$ cat src/rtl/bcd_transform_ctrl.sv
// Sequencer for the 3-digit BCD code-transform datapath: serial digit capture, settle, result hold.
// Optional capture-time code check enabled by defining BCD_TRANSFORM_CHECK_EN.
module bcd_transform_ctrl #(
    parameter int SETTLE_CYCLES = 1,
    parameter int TIMEOUT       = 255
) (
    input  logic        CLK,
    input  logic        RST_N,
    input  logic        CLR,
    input  logic        DIG_VALID,
    input  logic [3:0]  DIG,
    output logic        DIG_READY,
    output logic [11:0] XF_IN,
    input  logic [14:0] XF_OUT,
    input  logic [9:0]  XF_DEC,
    output logic        RES_VALID,
    input  logic        RES_READY,
    output logic [14:0] RES_CODE,
    output logic [9:0]  RES_DEC,
    output logic [1:0]  RES_MODE,
    output logic        ERR,
    output logic [7:0]  CNT
);

    typedef enum logic [1:0] {S_IDLE, S_COLLECT, S_SETTLE, S_HOLD} state_t;

    localparam logic [3:0] SETTLE_LAST  = 4'(SETTLE_CYCLES);
    localparam logic [7:0] TIMEOUT_LAST = (TIMEOUT == 0) ? 8'd0 : 8'(TIMEOUT - 1);
    localparam logic       TIMEOUT_EN   = (TIMEOUT != 0);

    function automatic logic [9:0] bcd_value(input logic [11:0] w);
        return ({6'd0, w[11:8]} * 10'd100) + ({6'd0, w[7:4]} * 10'd10) + {6'd0, w[3:0]};
    endfunction

    function automatic logic [1:0] range_mode(input logic [9:0] v);
        logic [1:0] m;
        if (v < 10'd100) begin
            m = 2'd0;
        end else if (v < 10'd450) begin
            m = 2'd1;
        end else if (v < 10'd900) begin
            m = 2'd2;
        end else begin
            m = 2'd3;
        end
        return m;
    endfunction

`ifdef BCD_TRANSFORM_CHECK_EN
    function automatic logic two_hot(input logic [4:0] f);
        logic [2:0] n;
        n = {2'd0, f[0]} + {2'd0, f[1]} + {2'd0, f[2]} + {2'd0, f[3]} + {2'd0, f[4]};
        return (n == 3'd2);
    endfunction

    function automatic logic e3_ok(input logic [4:0] f);
        return (f >= 5'd3) && (f <= 5'd12);
    endfunction

    function automatic logic code_ok(input logic [1:0] m, input logic [14:0] c);
        logic ok;
        case (m)
            2'd0:    ok = e3_ok(c[14:10]) && e3_ok(c[9:5]) && e3_ok(c[4:0]);
            2'd1,
            2'd2:    ok = two_hot(c[14:10]) && two_hot(c[9:5]) && two_hot(c[4:0]);
            default: ok = 1'b1;
        endcase
        return ok;
    endfunction
`endif

    state_t      state_r, state_s;
    logic [1:0]  idx_r, idx_s;
    logic [3:0]  hund_r, hund_s, tens_r, tens_s;
    logic [7:0]  idle_cnt_r, idle_cnt_s;
    logic [3:0]  settle_cnt_r, settle_cnt_s;
    logic [11:0] xf_in_r, xf_in_s;
    logic        res_valid_r, res_valid_s;
    logic [14:0] res_code_r, res_code_s;
    logic [9:0]  res_dec_r, res_dec_s;
    logic [1:0]  res_mode_r, res_mode_s;
    logic        err_r, err_s;
    logic [7:0]  cnt_r, cnt_s;
    logic        dig_ready_r, dig_ready_s;
    logic        accept_s, bad_s;
    logic [1:0]  mode_s;

    assign accept_s = DIG_VALID && dig_ready_r;
    assign bad_s    = (DIG > 4'd9);
    assign mode_s   = range_mode(bcd_value(xf_in_r));

    // Next-state and next-output logic; CLR overrides every state's transition.
    always_comb begin
        state_s      = state_r;
        idx_s        = idx_r;
        hund_s       = hund_r;
        tens_s       = tens_r;
        idle_cnt_s   = idle_cnt_r;
        settle_cnt_s = settle_cnt_r;
        xf_in_s      = xf_in_r;
        res_valid_s  = res_valid_r;
        res_code_s   = res_code_r;
        res_dec_s    = res_dec_r;
        res_mode_s   = res_mode_r;
        err_s        = 1'b0;
        cnt_s        = cnt_r;
        if (CLR) begin
            state_s     = S_IDLE;
            res_valid_s = 1'b0;
        end else begin
            case (state_r)
                S_IDLE: begin
                    if (accept_s && bad_s) begin
                        err_s = 1'b1;
                    end else if (accept_s) begin
                        hund_s     = DIG;
                        idx_s      = 2'd1;
                        idle_cnt_s = 8'd0;
                        state_s    = S_COLLECT;
                    end else begin
                        state_s = S_IDLE;
                    end
                end
                S_COLLECT: begin
                    // An accepted digit takes precedence over an expiring idle counter.
                    if (accept_s && bad_s) begin
                        err_s   = 1'b1;
                        state_s = S_IDLE;
                    end else if (accept_s && (idx_r == 2'd1)) begin
                        tens_s     = DIG;
                        idx_s      = 2'd2;
                        idle_cnt_s = 8'd0;
                    end else if (accept_s) begin
                        xf_in_s      = {hund_r, tens_r, DIG};
                        settle_cnt_s = 4'd0;
                        state_s      = S_SETTLE;
                    end else if (TIMEOUT_EN && (idle_cnt_r == TIMEOUT_LAST)) begin
                        err_s   = 1'b1;
                        state_s = S_IDLE;
                    end else begin
                        idle_cnt_s = idle_cnt_r + 8'd1;
                    end
                end
                S_SETTLE: begin
                    if (settle_cnt_r == SETTLE_LAST) begin
                        res_valid_s = 1'b1;
                        res_mode_s  = mode_s;
                        state_s     = S_HOLD;
                        if (mode_s == 2'd3) begin
                            res_code_s = 15'd0;
                            res_dec_s  = XF_DEC;
                        end else begin
                            res_code_s = XF_OUT;
                            res_dec_s  = 10'd0;
                        end
`ifdef BCD_TRANSFORM_CHECK_EN
                        if (!code_ok(mode_s, XF_OUT)) begin
                            err_s = 1'b1;
                        end else begin
                            err_s = 1'b0;
                        end
`endif
                    end else begin
                        settle_cnt_s = settle_cnt_r + 4'd1;
                    end
                end
                S_HOLD: begin
                    if (RES_READY) begin
                        res_valid_s = 1'b0;
                        cnt_s       = cnt_r + 8'd1;
                        state_s     = S_IDLE;
                    end else begin
                        res_valid_s = 1'b1;
                    end
                end
                default: state_s = S_IDLE;
            endcase
        end
        dig_ready_s = (state_s == S_IDLE) || (state_s == S_COLLECT);
    end

    // FSM state register.
    always_ff @(posedge CLK or negedge RST_N) begin
        if (!RST_N) begin
            state_r <= S_IDLE;
        end else begin
            state_r <= state_s;
        end
    end

    // Datapath and output registers.
    always_ff @(posedge CLK or negedge RST_N) begin
        if (!RST_N) begin
            idx_r        <= 2'd0;
            hund_r       <= 4'd0;
            tens_r       <= 4'd0;
            idle_cnt_r   <= 8'd0;
            settle_cnt_r <= 4'd0;
            xf_in_r      <= 12'd0;
            res_valid_r  <= 1'b0;
            res_code_r   <= 15'd0;
            res_dec_r    <= 10'd0;
            res_mode_r   <= 2'd0;
            err_r        <= 1'b0;
            cnt_r        <= 8'd0;
            dig_ready_r  <= 1'b0;
        end else begin
            idx_r        <= idx_s;
            hund_r       <= hund_s;
            tens_r       <= tens_s;
            idle_cnt_r   <= idle_cnt_s;
            settle_cnt_r <= settle_cnt_s;
            xf_in_r      <= xf_in_s;
            res_valid_r  <= res_valid_s;
            res_code_r   <= res_code_s;
            res_dec_r    <= res_dec_s;
            res_mode_r   <= res_mode_s;
            err_r        <= err_s;
            cnt_r        <= cnt_s;
            dig_ready_r  <= dig_ready_s;
        end
    end

    assign DIG_READY = dig_ready_r;
    assign XF_IN     = xf_in_r;
    assign RES_VALID = res_valid_r;
    assign RES_CODE  = res_code_r;
    assign RES_DEC   = res_dec_r;
    assign RES_MODE  = res_mode_r;
    assign ERR       = err_r;
    assign CNT       = cnt_r;

endmodule

$ cat config.mk
export PLATFORM = sky130hd
export DESIGN_NAME = bcd_transform_ctrl
export DESIGN_NICKNAME = d
export VERILOG_FILES = /design/src/rtl/bcd_transform_ctrl.sv
export SDC_FILE = /design/constraint.sdc
export NUM_CORES = 1
export LEC_CHECK = 0
export ABC_AREA = 1
export CAP_MARGIN = 40
export CORE_MARGIN = 2
export CORE_UTILIZATION = 47
export CTS_CLUSTER_DIAMETER = 50
export DETAILED_ROUTE_END_ITERATION = 16
export PLACE_DENSITY = 0.76
export SYNTH_ARGS = -nofsm -noshare
export SYNTH_HDL_FRONTEND = slang
export SYNTH_SLANG_ARGS = --single-unit
export TNS_END_PERCENT = 20
$ cat constraint.sdc
create_clock -name CLK -period 2.78 [get_ports CLK]
set_input_delay 0.834 -clock CLK [delete_from_list [all_inputs] [get_ports CLK]]
set_output_delay 0.834 -clock CLK [all_outputs]
set_load 0.01 [all_outputs]
==> reports/metrics.cfg, run 1 <==
[floorplanning]
rows=35
die_area_um2=10000
fp.dieW_um=100
io_pins=84
core_um2=9110
initial_core_util_pct=47.5
die_y_um=100

[logic_synthesis]
yosys_warnings=0
yosysTopAreaCell=dfrtp_1
syn_inst=509
syn_nets=576
synth_cell_types=41
yosys_register_bits=74
synth_area_um2=4330
synth_top_area_share_pct=42.8
syn_area_per_cell_um2=8.51
ys_seq_area_share_pct=42.8
netlist_top_cells_area=dfrtp_1 43%, nand2_1 13%, ha_1 8.1%

[sta]
rsz0062_at_grt=true
slew_headroom_pct=59.6
slew_viol_final=0
finalSetupViolations=27
layout_setup_ws_ns=-0.344
period_needed_ns=3.12
period_share_pct=112
fin_skew_ns=0.0103
tightest_slew_ns=0.605
hold_violations=0
fmax_ghz=0.320

[detailed_routing]
antenna_left=0
drt-vias-per-instance=5.22
vias=3917
drt_iter0_markers=213
drcViolationCount=0
wire_per_inst_um=14.3
first_pass_iters=5
wirelength_um=10800

[placed_design]
place.gp.congestion=0.865
dp_cells=719
place_hpwl_um=7790
port_buffers=83

[global_routing]
grt_pass1_vias=3952
antenna_found_initial=0
grt_pass1_wl_um=18100
grt.total_usage_pct=22.5
grt-ovfl-total=0
grt_max_degree=39

[min_path]
hold_class=in -> async

[power_and_ir_drop]
leakagePower_nw=2.91
peakVddDrop_mv=0.553
powerDensity_nw_per_um2=1150

[clocking]
numCtsBuffers=9
clk_pin_slew_ns=0.08
clock-sinks=74
cts_tree=done
cts-root-buf=clkbuf_8
clockBufferDepth=2
clkLatencyLatePin_ns=0.34
htree_num_levels=3

[critical_path]
reg2reg_setup_slack_ns=-0.34
cp_data_required_time_ns=3.05
crit_fanout=5
rr_worst_depth=16
critPathArrivalTime_ns=3.39
crit_path_start=XF_IN[5]$_DFFE_PN0P_
timing.rr.end=RES_DEC[3]$_DFFE_PN0P_
worst-setup-path-type=reg -> reg
critPathLaunchType=flop
end_kind=flop
r2r_start=XF_IN[5]$_DFFE_PN0P_

[layout]
area_growth_pct=38.5
drive_gt1_share_pct=20.7
num_antenna_cells=0
fin_cells=750
nFillCells=732
final_core_util_pct=65.9
layout.nets=702

[run]
maxCapViolations=0

[run_status]
status=finished, violations left
violations=setup timing

-- per-layer routing --
layer	up-vias	GRT usage, %	share of wire [%]
li1	1911	-	-
met1	1890	28.9	43
met2	100	39.1	52
met3	16	3.48	3.3
met4	0	7.48	1.5
met5	-	0	0
-- through the flow --
stage | cell area (µm²) | TNS [ns] | hold slack, ns | total power, mW | setup slack [ns]
floorplan | 4470 | -1.30 | 0.442 | 3.93 | -0.0908
global placement | 5580 | -3.26 | 0.463 | 5.06 | -0.154
detailed placement | 5580 | -4.62 | 0.464 | 5.17 | -0.216
CTS | 5940 | -4.73 | 0.454 | 6.72 | -0.210
global route | 6000 | -10.94 | 0.461 | 7.46 | -0.445
finish | 6000 | -7.14 | 0.433 | 6.92 | -0.344
-- cell type report --
type	count	area, µm²	share of cell area (%)
Multi-Input combinational cell	365	2360	39.4
Sequential cell	74	1860	31.0
Tap cell	111	139	2.32
Inverter	60	228	3.80
Clock inverter	2	37.5	0.626
Clock buffer	13	159	2.65
Timing Repair Buffer	125	1210	20.2
-- placed cells by master (no fill, tap or decap), types with 5 or more instances in the layout --
cell type / instances
inv_2: 12
buf_4: 38
nand4_1: 16
nor2_1: 17
nor3_1: 7
dfrtp_1: 70
o21ai_0: 19
xor2_1: 7
ha_1: 19
nand2_4: 7
clkbuf_8: 11
o21ai_1: 9
nand2_2: 10
o21ai_2: 6
a21oi_1: 8
ha_4: 9
nand3_1: 42
nand3_2: 6
nand2_1: 143
inv_1: 47
clkdlybuf4s50_1: 82
nand3_4: 5
-- worst max-delay path, stage by stage (launching register included) --
cell,delay [ns]
dfrtp_2,0.43
ha_4,0.25
ha_4,0.16
fa_2,0.33
xor2_1,0.16
ha_1,0.33
ha_4,0.32
nand2_2,0.07
inv_2,0.06
nand3_4,0.10
nand3_4,0.11
nand2_4,0.07
nor2_4,0.14
buf_4,0.15
buf_16,0.10
nand4_1,0.11
o21ai_1,0.16
-- flip-flops by register name (all words and copies together), names as in the netlist, 4 cells and up --
name          flops
XF_IN            12
idle_cnt_r        8
settle_cnt_r      4
tens_r            4
RES_CODE         15
CNT               8
RES_DEC          10
hund_r            4
-- cell families after synthesis --
family,count (synthesis),share of synthesized area (%)
flops,74,42.8
fa+ha+maj,33,10.4
xor+xnor,11,2.22
simple gates,265,29.4
buf+inv,71,7.60
mux,1,0.231
compound gates,54,7.37
-- power by group --
group / leakage, nW / internal [mW] / total (mW) / switching, mW
Sequential: 0.977 / 1.30 / 1.48 / 0.176
Clock: 0.0957 / 0.460 / 0.844 / 0.384
Combinational: 1.83 / 2.23 / 4.60 / 2.37
-- synthesized netlist by cell type (all sizes together) --
master and instances:
o21a 1, nand2 160, a311oi 1, o21bai 2, ha 28, nand3b 1, buf 11, xor2 7
mux2i 1, and3 1, inv 60, fa 5, or2 2, nor2 24, a21oi 12, nor3 8
o22ai 1, o32ai 1, nand4 17, o21ai 34, dfrtp 74, nand3 52, xnor2 4, a31oi 2
-- what timing repair did --
| item | in CTS | in global routing |
|---|---|---|
| resized for setup | 11 | 10 |
| setup buffers | 11 | 3 |
| setup endpoints to repair | 27 | 27 |
| pin swaps | 20 | 11 |
| hold buffers | 0 | 0 |
| cloned | 2 | 0 |
-- worst max path at each step --
stage | end | cells past startpoint
after global placement | RES_CODE[10]$_DFFE_PN0P_ | 15
after floorplan | RES_CODE[10]$_DFFE_PN0P_ | 16
final | RES_DEC[3]$_DFFE_PN0P_ | 16
after detailed placement | RES_CODE[10]$_DFFE_PN0P_ | 16
after CTS | RES_DEC[7]$_DFFE_PN0P_ | 18
after global routing | RES_DEC[3]$_DFFE_PN0P_ | 17
Power figures use the tool's default switching activity.
==> inputs of run 2 (changes only) <==
--- a/config.mk
+++ b/config.mk
@@ -6,13 +6,10 @@
 export NUM_CORES = 1
 export LEC_CHECK = 0
 export ABC_AREA = 1
-export CAP_MARGIN = 40
 export CORE_MARGIN = 2
 export CORE_UTILIZATION = 47
-export CTS_CLUSTER_DIAMETER = 50
 export DETAILED_ROUTE_END_ITERATION = 16
 export PLACE_DENSITY = 0.76
 export SYNTH_ARGS = -nofsm -noshare
 export SYNTH_HDL_FRONTEND = slang
 export SYNTH_SLANG_ARGS = --single-unit
-export TNS_END_PERCENT = 20
==> run 2 against run 1 <==
The run still ends with setup timing left. Highest routed layer unchanged. Final cell count is 1.1% lower. Sequential cell count is the same. Worst setup slack gained 0.11 ns. Maximum frequency grew 3.6%. Clock power is essentially flat. Largest power group unchanged. Critical path depth rose by 1. Clock skew grew 0.00088 ns. Largest cell class unchanged.
==> reports/metrics.cfg, run 2 (synthesis gave the netlist of run 1 again) <==
[critical_path]
crit_slowest_cell=fa_1
end_kind=flop
cp_data_required_time_ns=3.01  ; -0.04 ns
reg2reg_setup_slack_ns=-0.24  ; +0.11 ns
critPathArrivalTime_ns=3.25  ; -0.14 ns
critPathLaunchType=flop
crit_fanout=7  ; +2
slowest_delay_ns=0.51  ; +0.08 ns
crit_end=RES_CODE[3]$_DFFE_PN0P_
timing.rr.end=RES_CODE[3]$_DFFE_PN0P_
crit_path_start=XF_IN[8]$_DFFE_PN0P_
r2r_start=XF_IN[8]$_DFFE_PN0P_
worst-setup-path-type=reg -> reg
rr_worst_depth=17  ; +1
worstPathCellList=ha_4, ha_4, inv_2, fa_1, inv_2, ha_4, ha_4, nand2_1, inv_1, nand3_2, nand3_2, nand2_2, nor2_4, nand3_4, clkbuf_16, nand3_1, nand2_1
path_common_cell=ha_4

[power_and_ir_drop]
p_sw_mw=2.67  ; -9.0%
leakagePower_nw=2.87  ; -1.4%
combPwrFrac_pct=62.9  ; -3.6 points
p_total_mw=6.25  ; -9.7%
powerDensity_nw_per_um2=1060  ; -8.6%
internal-power_mw=3.59  ; -10%
peakVddDrop_mv=0.467  ; -16%
p_seq_share_pct=23.6  ; +2.3 points
power.share.clock_pct=13.5  ; +1.3 points
swShare_pct=42.6  ; +0.32 points

[global_routing]
grt_pass1_wl_um=17200  ; -5.3%
grt-ovfl-total=0  ; unchanged
grt_max_degree=45  ; +15%
grt_pass1_vias=3764  ; -4.8%
antenna_found_initial=0  ; unchanged
grt.total_usage_pct=21.1  ; -1.4 points

[clocking]
cts_tree=done
cts_hold_buf=0  ; unchanged
clock-sinks=74  ; unchanged
clkLatencyLatePin_ns=0.34  ; about the same
clockBufferDepth=2  ; unchanged
htree_num_levels=3  ; unchanged
numCtsBuffers=9  ; unchanged
clk_pin_slew_ns=0.08  ; about the same
cts-root-buf=clkbuf_8

[layout]
drive_gt1_share_pct=20.1  ; -0.53 points
area_growth_pct=36.8
largest_reg_flops=15  ; unchanged
most-common-layout-cells=145 x nand2_1, 82 x clkdlybuf4s50_1, 70 x dfrtp_1, 49 x inv_1, 38 x nand3_1
num_antenna_cells=0  ; unchanged
layout.nets=693  ; -1.3%
design_area_um2=5930  ; -1.2%
seqCellArea_um2=1860  ; unchanged
nFillCells=754  ; +3.0%
multiInputGateArea_um2=2360  ; -0.37%
mostFrequentLayoutCell=nand2_1

[sta]
period_needed_ns=3.02  ; -0.108 ns
fmax_ghz=0.332  ; +3.6%
layout_setup_ws_ns=-0.236  ; +0.108 ns
slew_viol_final=0  ; unchanged
fin_skew_ns=0.0111  ; +0.000880 ns
rsz0062_at_grt=true
hold_violations=0  ; unchanged
period_share_pct=108  ; -3.9 points
finalSetupViolations=27  ; unchanged
tightest_slew_ns=0.581  ; -0.0235 ns
slew_headroom_pct=61.2  ; +1.6 points

[run_status]
status=finished, violations left
violations=setup timing

[min_path]
hold_class=reg -> reg

[floorplanning]
io_pins=84  ; unchanged
die_y_um=100  ; unchanged
initial_core_util_pct=47.5  ; unchanged
rows=35  ; unchanged
die_area_um2=10000  ; unchanged
fp.dieW_um=100  ; unchanged
core_um2=9110  ; unchanged

[placed_design]
placed_area_um2=5600  ; +0.36%
place.gp.congestion=0.827  ; -4.3%
place_hpwl_um=7520  ; -3.4%
port_buffers=83  ; unchanged

[detailed_routing]
drt_iter0_markers=139  ; -35%
drt-vias-per-instance=5.07  ; -2.9%
drcViolationCount=0  ; unchanged
wirelength_um=9970  ; -7.4%
first_pass_iters=5  ; unchanged
wire_per_inst_um=13.4  ; -6.4%
vias=3761  ; -4.0%
antenna_left=0  ; unchanged

[run]
maxCapViolations=0  ; unchanged

## run 2: metal layers
metal	vias to the layer above	GRT usage (%)	routed length (µm)	share of wire (%)
li1	1896	-	-	-
met1	1798	26.8	4440	44
met2	59	37.2	5140	52
met3	8	3.83	277	2.8
met4	0	5.90	117	1.2
met5	-	0	0	0
## run 2: power groups by stage
stage               Sequential (mW)  Clock, mW  Combinational, mW
global placement               1.49          0               3.51
finish                         1.48      0.844               3.93
CTS                            1.48      0.863               3.73
global route                   1.51      0.921               4.41
detailed placement             1.50          0               3.61
floorplan                      1.56          0               2.41
## run 2: how the worst min path moves through the flow
stage / startpoint / end / slack (ns) / cells after the start
finish: CNT[7]$_DFFE_PN0P_ / CNT[7]$_DFFE_PN0P_ / 0.47 / 1
global route: tens_r[2]$_DFFE_PN0P_ / XF_IN[6]$_DFFE_PN0P_ / 0.49 / 2
CTS: CNT[7]$_DFFE_PN0P_ / CNT[7]$_DFFE_PN0P_ / 0.48 / 1
detailed placement: CNT[7]$_DFFE_PN0P_ / CNT[7]$_DFFE_PN0P_ / 0.46 / 1
global placement: tens_r[1]$_DFFE_PN0P_ / XF_IN[5]$_DFFE_PN0P_ / 0.46 / 2
floorplan: tens_r[1]$_DFFE_PN0P_ / XF_IN[5]$_DFFE_PN0P_ / 0.44 / 2
## run 2: area by class of cell
type	count	area share, %
Clock inverter	6	1.12
Sequential cell	74	31.3
Inverter	60	3.84
Multi-Input combinational cell	364	39.8
Clock buffer	10	2.32
Tap cell	111	2.34
Timing Repair Buffer	117	19.3
## run 2: what timing repair did
item,in CTS,in global routing
setup endpoints to repair,27,27
cloned,0,1
gates resized for setup,2,15
setup buffers,4,1
pin swaps,2,17
## run 2: per-stage QoR
step	TNS, ns	setup WS, ns	hold WS (ns)	std cells	utilization [%]
after detailed placement	-3.58	-0.160	0.461	720	61.5
after global placement	-2.67	-0.118	0.461	720	61.5
after global routing	-9.71	-0.400	0.492	742	65.1
after floorplan	-0.943	-0.0907	0.442	509	-
after CTS	-3.48	-0.166	0.476	740	64.1
final	-5.01	-0.236	0.469	742	65.1
## run 2: critical path, delay by kind of cell (launching register included)
kind	cells	cell delay [ns]
buffers and inverters	4	0.32
AND/OR/NAND/NOR	8	0.74
flip-flops	1	0.44
adder cells (fa/ha/maj)	5	1.42
